==> src/rtl/out_pixel_packer.sv <==
// out_pixel_packer: gathers up to four byte-wide pixel writes per cycle into 32-bit words
// and queues them in a small FIFO feeding a wide output memory.
module out_pixel_packer #(
    parameter int AW         = 18,
    parameter int OUT_BASE   = 0,
    parameter int FIFO_DEPTH = 8
) (
    input  logic          clk_50,
    input  logic          rst_n,
    input  logic          i_start,
    input  logic          i_mode_simd,
    input  logic [AW-1:0] i_waddr0,
    input  logic [AW-1:0] i_waddr1,
    input  logic [AW-1:0] i_waddr2,
    input  logic [AW-1:0] i_waddr3,
    input  logic [7:0]    i_wdata0,
    input  logic [7:0]    i_wdata1,
    input  logic [7:0]    i_wdata2,
    input  logic [7:0]    i_wdata3,
    input  logic          i_we0,
    input  logic          i_we1,
    input  logic          i_we2,
    input  logic          i_we3,
    input  logic          i_flush,
    output logic          req_valid,
    input  logic          req_ready,
    output logic          req_we,
    output logic [AW-1:0] req_addr,
    output logic [31:0]   req_wdata,
    output logic [3:0]    req_be,
    output logic          o_idle,
    output logic [31:0]   o_word_count,
    output logic          o_err_overflow,
    output logic          o_err_scatter
);
    localparam int PW = $clog2(FIFO_DEPTH);

    typedef struct packed {
        logic [AW-1:0] addr;
        logic [31:0]   data;
        logic [3:0]    be;
    } word_t;

    logic [AW-1:0] waddr [4];
    logic [7:0]    wdata [4];
    logic [3:0]    act;
    word_t         mem [FIFO_DEPTH];
    word_t         buf_q, word_a, word_b, slot0;
    logic          buf_valid, flush_pend, any, hit, flush_now, push_old, push_a, scatter, pop;
    logic [AW-1:0] a_addr;
    logic [1:0]    n_push, n_acc;
    logic [PW:0]   count, space;
    logic [PW-1:0] rptr, wptr;

    assign waddr[0] = i_waddr0;
    assign waddr[1] = i_waddr1;
    assign waddr[2] = i_waddr2;
    assign waddr[3] = i_waddr3;
    assign wdata[0] = i_wdata0;
    assign wdata[1] = i_wdata1;
    assign wdata[2] = i_wdata2;
    assign wdata[3] = i_wdata3;
    assign act = {i_we3 & i_mode_simd, i_we2 & i_mode_simd, i_we1 & i_mode_simd, i_we0};
    assign any = |act;

    always_comb begin
        a_addr  = '0;
        word_a  = '0;
        word_b  = '0;
        scatter = 1'b0;
        for (int k = 3; k >= 0; k--)
            if (act[k]) a_addr = waddr[k] >> 2;
        word_a.addr = a_addr;
        word_b.addr = a_addr + AW'(1);
        // ascending lane order lets the higher lane win a shared byte
        for (int k = 0; k < 4; k++) begin
            if (act[k] && (waddr[k] >> 2) == word_a.addr) begin
                word_a.data[{waddr[k][1:0], 3'b000} +: 8] = wdata[k];
                word_a.be[waddr[k][1:0]] = 1'b1;
            end else if (act[k] && (waddr[k] >> 2) == word_b.addr) begin
                word_b.data[{waddr[k][1:0], 3'b000} +: 8] = wdata[k];
                word_b.be[waddr[k][1:0]] = 1'b1;
            end else if (act[k]) begin
                scatter = 1'b1;
            end
        end
        hit = buf_valid && buf_q.addr == a_addr;
        for (int b = 0; b < 4; b++)
            if (hit && !word_a.be[b]) word_a.data[8*b +: 8] = buf_q.data[8*b +: 8];
        word_a.be = word_a.be | (hit ? buf_q.be : 4'h0);
        flush_now = !any && (i_flush || flush_pend);
        push_old  = buf_valid && (any ? !hit : flush_now);
        push_a    = any && (word_b.be != 4'h0 || word_a.be == 4'hF);
        slot0     = push_old ? buf_q : word_a;
        n_push    = {1'b0, push_old} + {1'b0, push_a};
    end

    // free space counts the entry vacated by a same-cycle pop
    assign pop   = req_valid && req_ready;
    assign space = (PW+1)'(FIFO_DEPTH) - count + {{PW{1'b0}}, pop};
    assign n_acc = ({{(PW-1){1'b0}}, n_push} > space) ? space[1:0] : n_push;
    assign wptr  = rptr + count[PW-1:0];

    always_ff @(posedge clk_50 or negedge rst_n) begin
        if (!rst_n) begin
            buf_valid      <= 1'b0;
            buf_q          <= '0;
            flush_pend     <= 1'b0;
            count          <= '0;
            rptr           <= '0;
            o_word_count   <= '0;
            o_err_overflow <= 1'b0;
            o_err_scatter  <= 1'b0;
        end else if (i_start) begin
            buf_valid      <= 1'b0;
            buf_q          <= '0;
            flush_pend     <= 1'b0;
            count          <= '0;
            rptr           <= '0;
            o_word_count   <= '0;
            o_err_overflow <= 1'b0;
            o_err_scatter  <= 1'b0;
        end else begin
            if (any) begin
                buf_valid <= word_b.be != 4'h0 || word_a.be != 4'hF;
                buf_q     <= (word_b.be != 4'h0) ? word_b : word_a;
            end else if (flush_now) begin
                buf_valid <= 1'b0;
            end
            flush_pend     <= any && (i_flush || flush_pend);
            count          <= count + {{(PW-1){1'b0}}, n_acc} - {{PW{1'b0}}, pop};
            rptr           <= rptr + {{(PW-1){1'b0}}, pop};
            o_word_count   <= o_word_count + {31'd0, pop};
            o_err_overflow <= o_err_overflow || n_acc != n_push;
            o_err_scatter  <= o_err_scatter || scatter;
        end
    end

    always_ff @(posedge clk_50) begin
        if (n_acc != 2'd0) mem[wptr] <= slot0;
        if (n_acc == 2'd2) mem[wptr + PW'(1)] <= word_a;
    end

    assign req_valid = count != '0;
    assign req_we    = 1'b1;
    assign req_addr  = req_valid ? mem[rptr].addr + AW'(OUT_BASE) : '0;
    assign req_wdata = req_valid ? mem[rptr].data : '0;
    assign req_be    = req_valid ? mem[rptr].be : '0;
    assign o_idle    = !buf_valid && !req_valid && !flush_pend;
endmodule

==> config.mk <==
export PLATFORM = sky130hd
export DESIGN_NAME = out_pixel_packer
export DESIGN_NICKNAME = d
export VERILOG_FILES = /design/src/rtl/out_pixel_packer.sv
export SDC_FILE = /design/constraint.sdc
export NUM_CORES = 2
export LEC_CHECK = 0
export ABC_CLOCK_PERIOD_IN_PS = 27300
export CORE_MARGIN = 8
export CORE_UTILIZATION = 40
export CTS_CLUSTER_SIZE = 30
export DETAILED_ROUTE_END_ITERATION = 8
export GPL_TIMING_DRIVEN = 0
export PLACE_DENSITY = 0.57
export SLEW_MARGIN = 20
export SYNTH_ARGS = -nofsm -noshare
export SYNTH_HDL_FRONTEND = slang
export SYNTH_SLANG_ARGS = --single-unit
==> constraint.sdc <==
create_clock -name clk_50 -period 27.3 [get_ports clk_50]
set_input_delay 2.73 -clock clk_50 [delete_from_list [all_inputs] [get_ports clk_50]]
set_output_delay 2.73 -clock clk_50 [all_outputs]
set_load 0.1 [all_outputs]
After elaboration in Yosys (flattened, before gate mapping)
Memories as Yosys holds them, arrays and structs flattened.
Index checks and enable logic that the tools add are counted.
- logic and storage cells: 179
- output and inout port bits: 91
- RAM bits: 432
- memories kept: 1
- bits in registers: 97
- input bits: 114
- memory list (name ; words ; width ; read ports ; clocked after Yosys merged registers in ; write ports ; line ; RTL):
    mem ; 8 ; 54 ; 1 ; 0 ; 2 ; 47 ; word_t mem [FIFO_DEPTH];
- mux-type cells: 69
- equality and inequality tests: 13
- bitwise logic cells: 11
- shift-type cells: 8
- $lt $le $gt $ge: 9
- add/sub/neg operators: 14
- reduce and logical (&&, ||, !) cells: 44
- operators by type and width (cell ; count):
    36-bit 2-to-1 mux ; 12
    32-bit bitwise mux ; 6
    54-bit 2-to-1 mux ; 3
    8-bit by 7-bit variable shift with 32-bit output, first input constant ; 4
    8-bit by 7-bit indexed part select with 32-bit output ; 4
    16-bit by 17-bit equality test with 1-bit output ; 4
    16-bit equality test ; 4
    16-bit 2-to-1 mux ; 4
    32-bit 2-to-1 mux ; 2
    53-bit 2-to-1 mux ; 1
    32-bit by 1-bit adder with 32-bit output ; 1
    32-bit bitwise AND ; 1
    8-bit 2-to-1 mux ; 4
    5-bit negation with 7-bit output ; 4
    4-bit bitwise OR ; 7
    1-bit 2-to-1 mux ; 27
    1-bit logical AND ; 24
    18-bit by 16-bit equality test with 1-bit output ; 1
    18-bit 2-to-1 mux ; 1
    16-bit by 1-bit adder with 17-bit output, second input constant ; 1
    2-bit by 3-bit < comparator with 1-bit output, second input constant ; 4
    4-bit 2-to-1 mux ; 3
    1-bit zero test ; 9
    1-bit demux with 2-bit select ; 4
    other kinds (22) ; 33

Longest topological paths before layout
- word-level depth: 28
- depth in mapped cells: 38
- mapped depth without buffers: 29

Worst setup path after synthesis
No wires, ideal clock.
- path type: in2reg
- start point: input port i_we0
- end point: memory mem[7][0] (netlist bit) (enable)
- stages: 31
- required time: 26.764 ns
- setup slack: 13.910 ns
- library setup time: 0.536 ns
- buffers on the path: 9
- arrival time: 12.854 ns
- cells stage by stage: buf_2 nand2b_1 buf_2 buf_1 a221oi_1 nor2_1 inv_1 ha_1 inv_1 a221oi_2 and2_1 clkbuf_1 a21oi_1 nand4b_1 or4_1 buf_2 or4_4 a2bb2oi_1 and4_1 clkbuf_1 buf_6 buf_6 a21oi_1 ha_1 inv_1 ha_1 a221oi_1 mux2i_1 or3_1 clkbuf_1 o21ai_0
- RTL lines (element ; line ; RTL):
    start, declared ; 20 ; input logic i_we0,
    end, declared ; 47 ;

==> flow_summary.toml <==
[setup_path]
crit_path_end_kind = "register"
required_ns = 27.63
slowest_stage = "nor4_2"
cpMostUsedCell = "clkbuf_1"
crit_path_max_incr_delay_ns = 0.72
r2r_slack_ns = 18.63
critPathLaunchType = "input port"
path_max_fanout = 28
arrival_ns = 14.32
worstSetupPathType = "input port to register"

[logic_synthesis]
ys_top_cells_by_area = "edfxtp_1 38%, dfrtp_1 7.3%, mux4_2 7.3%"
ys.flop_type = "edfxtp_1"
synth_cells = 3242
syn_nets = 3404
yosysTopAreaCellShare_pct = 38.1
synth_compound_area_share_pct = 18.0
yosys_warnings = 0
synthAdderAreaFrac_pct = 1.88
synthMuxAreaShare_pct = 10.4
yosysSeqAreaShare_pct = 45.9
synth.largest_area_cell = "edfxtp_1"
synth_common_cells = "454 x nand2_1, 416 x edfxtp_1, 320 x o21ai_0"
synth_cell_types = 93
synth_edf_count = 416
postSynthAreaPerCell_um2 = 10.1
synthSimpleGateAreaFrac_pct = 16.9
synth-xor-area-share_pct = 2.53
async_flop_share_pct = 18.5
yosysMostFrequentCell = "nand2_1"
synth_area_um2 = 32800
synth_top_family_by_area = "compound AO/OA/AOI/OAI gates"
ys_seq_elements = 520

[cells_and_area]
drive_gt1_share_pct = 8.77
final_cells = 4618
fill_cells = 7709
area_growth_pct = 16.7
num_antenna_cells = 0
final_nets = 3669
final_area_um2 = 38300

[clock_tree]
post_cts_buffers = 0
cts_tree = "done"
clk_pin_slew_ns = 0.07
cts_hold_buf = 0
insertion_delay_ns = 0.61
cts.sinks = 520
cts_buffers = 54
ctsResizeCount = 0
clock-root-buffer = "clkbuf_16"
h-tree-depth = 2
cts_buffer_depth = 3

[place]
place_hpwl_um = 96400
place_congestion = 0.963
dp_cells = 4521
port_buffers = 190
dpl_cell_area_um2 = 36500

[floorplanning]
row_count = 105
coreArea_um2 = 81600
die_h_um = 302
ios = 205
die_area_um2 = 91400
die_x_um = 302
start_util_pct = 40.2

[routing]
drtPass1Iterations = 6
routed-via-count = 28900
drt_wl_total_um = 129000
drc = 0
ant_nets = 0
first_iter_violations = 3594
wl_per_cell_um = 27.9
viasPerCell = 6.27

[sta]
finalSetupViolations = 0
final.setup.tns_ns = 0
tightest_slew_ns = 1.20
fin_crit_sh_pct = 51.3
max_freq_mhz = 71.5
holdWs_ns = 0.485
skew_ns = 0.0194
slew_headroom_pct = 19.8
hold_viol = 0
rsz0062_at_grt = "no"
drv_slew = 0
period_minus_slack_ns = 13.99

[power]
static-leakage-power_nw = 12.8
peakVddDrop_v = 0.0000713
power.density_nw_per_um2 = 77.8
power_mw = 2.98

[global_route]
antenna_found_initial = 0
grt.overflow.total = 0
grt_max_degree = 65
grt_use_total_pct = 27.4
grt_pass1_vias = 27800
grt_pass1_wl_um = 188000

[min_path]
hp-class = "register to register"

[status]
status = "finished, final reports clean"

[job]
max_cap_viol_count = 0
[critical path: cells and delay by family]
family	cells	cell delay, ns
AO/OA/AOI/OAI	6	2.68
adder cells (fa/ha/maj)	3	1.01
buffers and inverters	15	4.21
multiplexers	2	0.93
AND/OR/NAND/NOR	9	2.71
[where the power goes]
| part | total, mW | internal (mW) | leakage, nW | switching (mW) |
|---|---|---|---|---|
| registers | 1.03 | 0.996 | 5.17 | 0.0291 |
| clock network | 0.731 | 0.410 | 0.831 | 0.320 |
| logic | 1.22 | 0.334 | 6.76 | 0.886 |
[final timing paths]
check,start,to,cells after the start
max,i_we0,mem[3][39],35
min,mem[4][52],mem[4][52],2
max reg2reg,buf_q[47],mem[3][39],25
min reg2reg,mem[4][52],mem[4][52],2
max in group asynchronous,rst_n,o_word_count[22],2
min in group asynchronous,rst_n,buf_q[48],1
[registers in the layout, summed over array words and instances (netlist names)]
name / cells
mem: 424
flush_pend: 1
o_err_overflow: 1
o_word_count: 32
buf_q: 53
rptr: 3
buf_valid: 1
o_err_scatter: 1
count: 4
[kinds of logic after synthesis]
| kind of cell | Yosys count |
|---|---|
| and+or+nand+nor | 1144 |
| AOI/OAI and AO/OA | 867 |
| DFF | 520 |
| buffers and inverters | 360 |
| muxes | 208 |
| xor gates and xnor gates | 93 |
| adders and majority gates | 48 |
| other | 2 |
[per-stage QoR]
stage / worst slack [ns] / utilization (%)
after floorplan: 13.91 / -
after global placement: 6.48 / 44.2
after detailed placement: 13.08 / 44.8
after CTS: 13.65 / 46.9
after global routing: 12.96 / 46.9
final: 13.31 / 46.9
[layer usage]
| layer | wire length, um | part of all wire (%) | vias up | track usage [%] |
|---|---|---|---|---|
| met2 | 57600 | 45 | 1630 | 43.1 |
| met5 | 0 | 0 | - | 0 |
| met4 | 5520 | 4.3 | 0 | 10.3 |
| met1 | 54600 | 42 | 14200 | 38.2 |
| met3 | 11100 | 8.6 | 287 | 4.19 |
| li1 | - | - | 12800 | - |
[cell type report]
| type | instances | area [um^2] | area share (%) |
|---|---|---|---|
| clock buffers | 66 | 1440 | 3.76 |
| inverters | 54 | 203 | 0.530 |
| multi-input cells | 2362 | 16400 | 43.0 |
| repair buffers | 209 | 2290 | 5.98 |
| clock inverters | 31 | 258 | 0.674 |
| plain buffers | 306 | 1240 | 3.25 |
| flip-flops and latches | 520 | 15100 | 39.3 |
| well taps | 1070 | 1340 | 3.50 |
[layout by cell type (no fill, tap or decap), types with 49 or more instances in the layout]
cell,instances
buf_1,62
clkbuf_1,214
xnor2_1,49
nand4_1,54
nand2_1,449
nor2_1,200
mux4_2,106
nor3_1,55
inv_1,53
a21oi_1,86
o21ai_0,317
clkdlybuf4s50_1,189
nand3_1,107
and3_1,61
edfxtp_1,416
a22o_1,156
clkbuf_16,55
dfrtp_1,96
mux2i_1,85
Note: power is estimated with default switching activity, not from simulation.
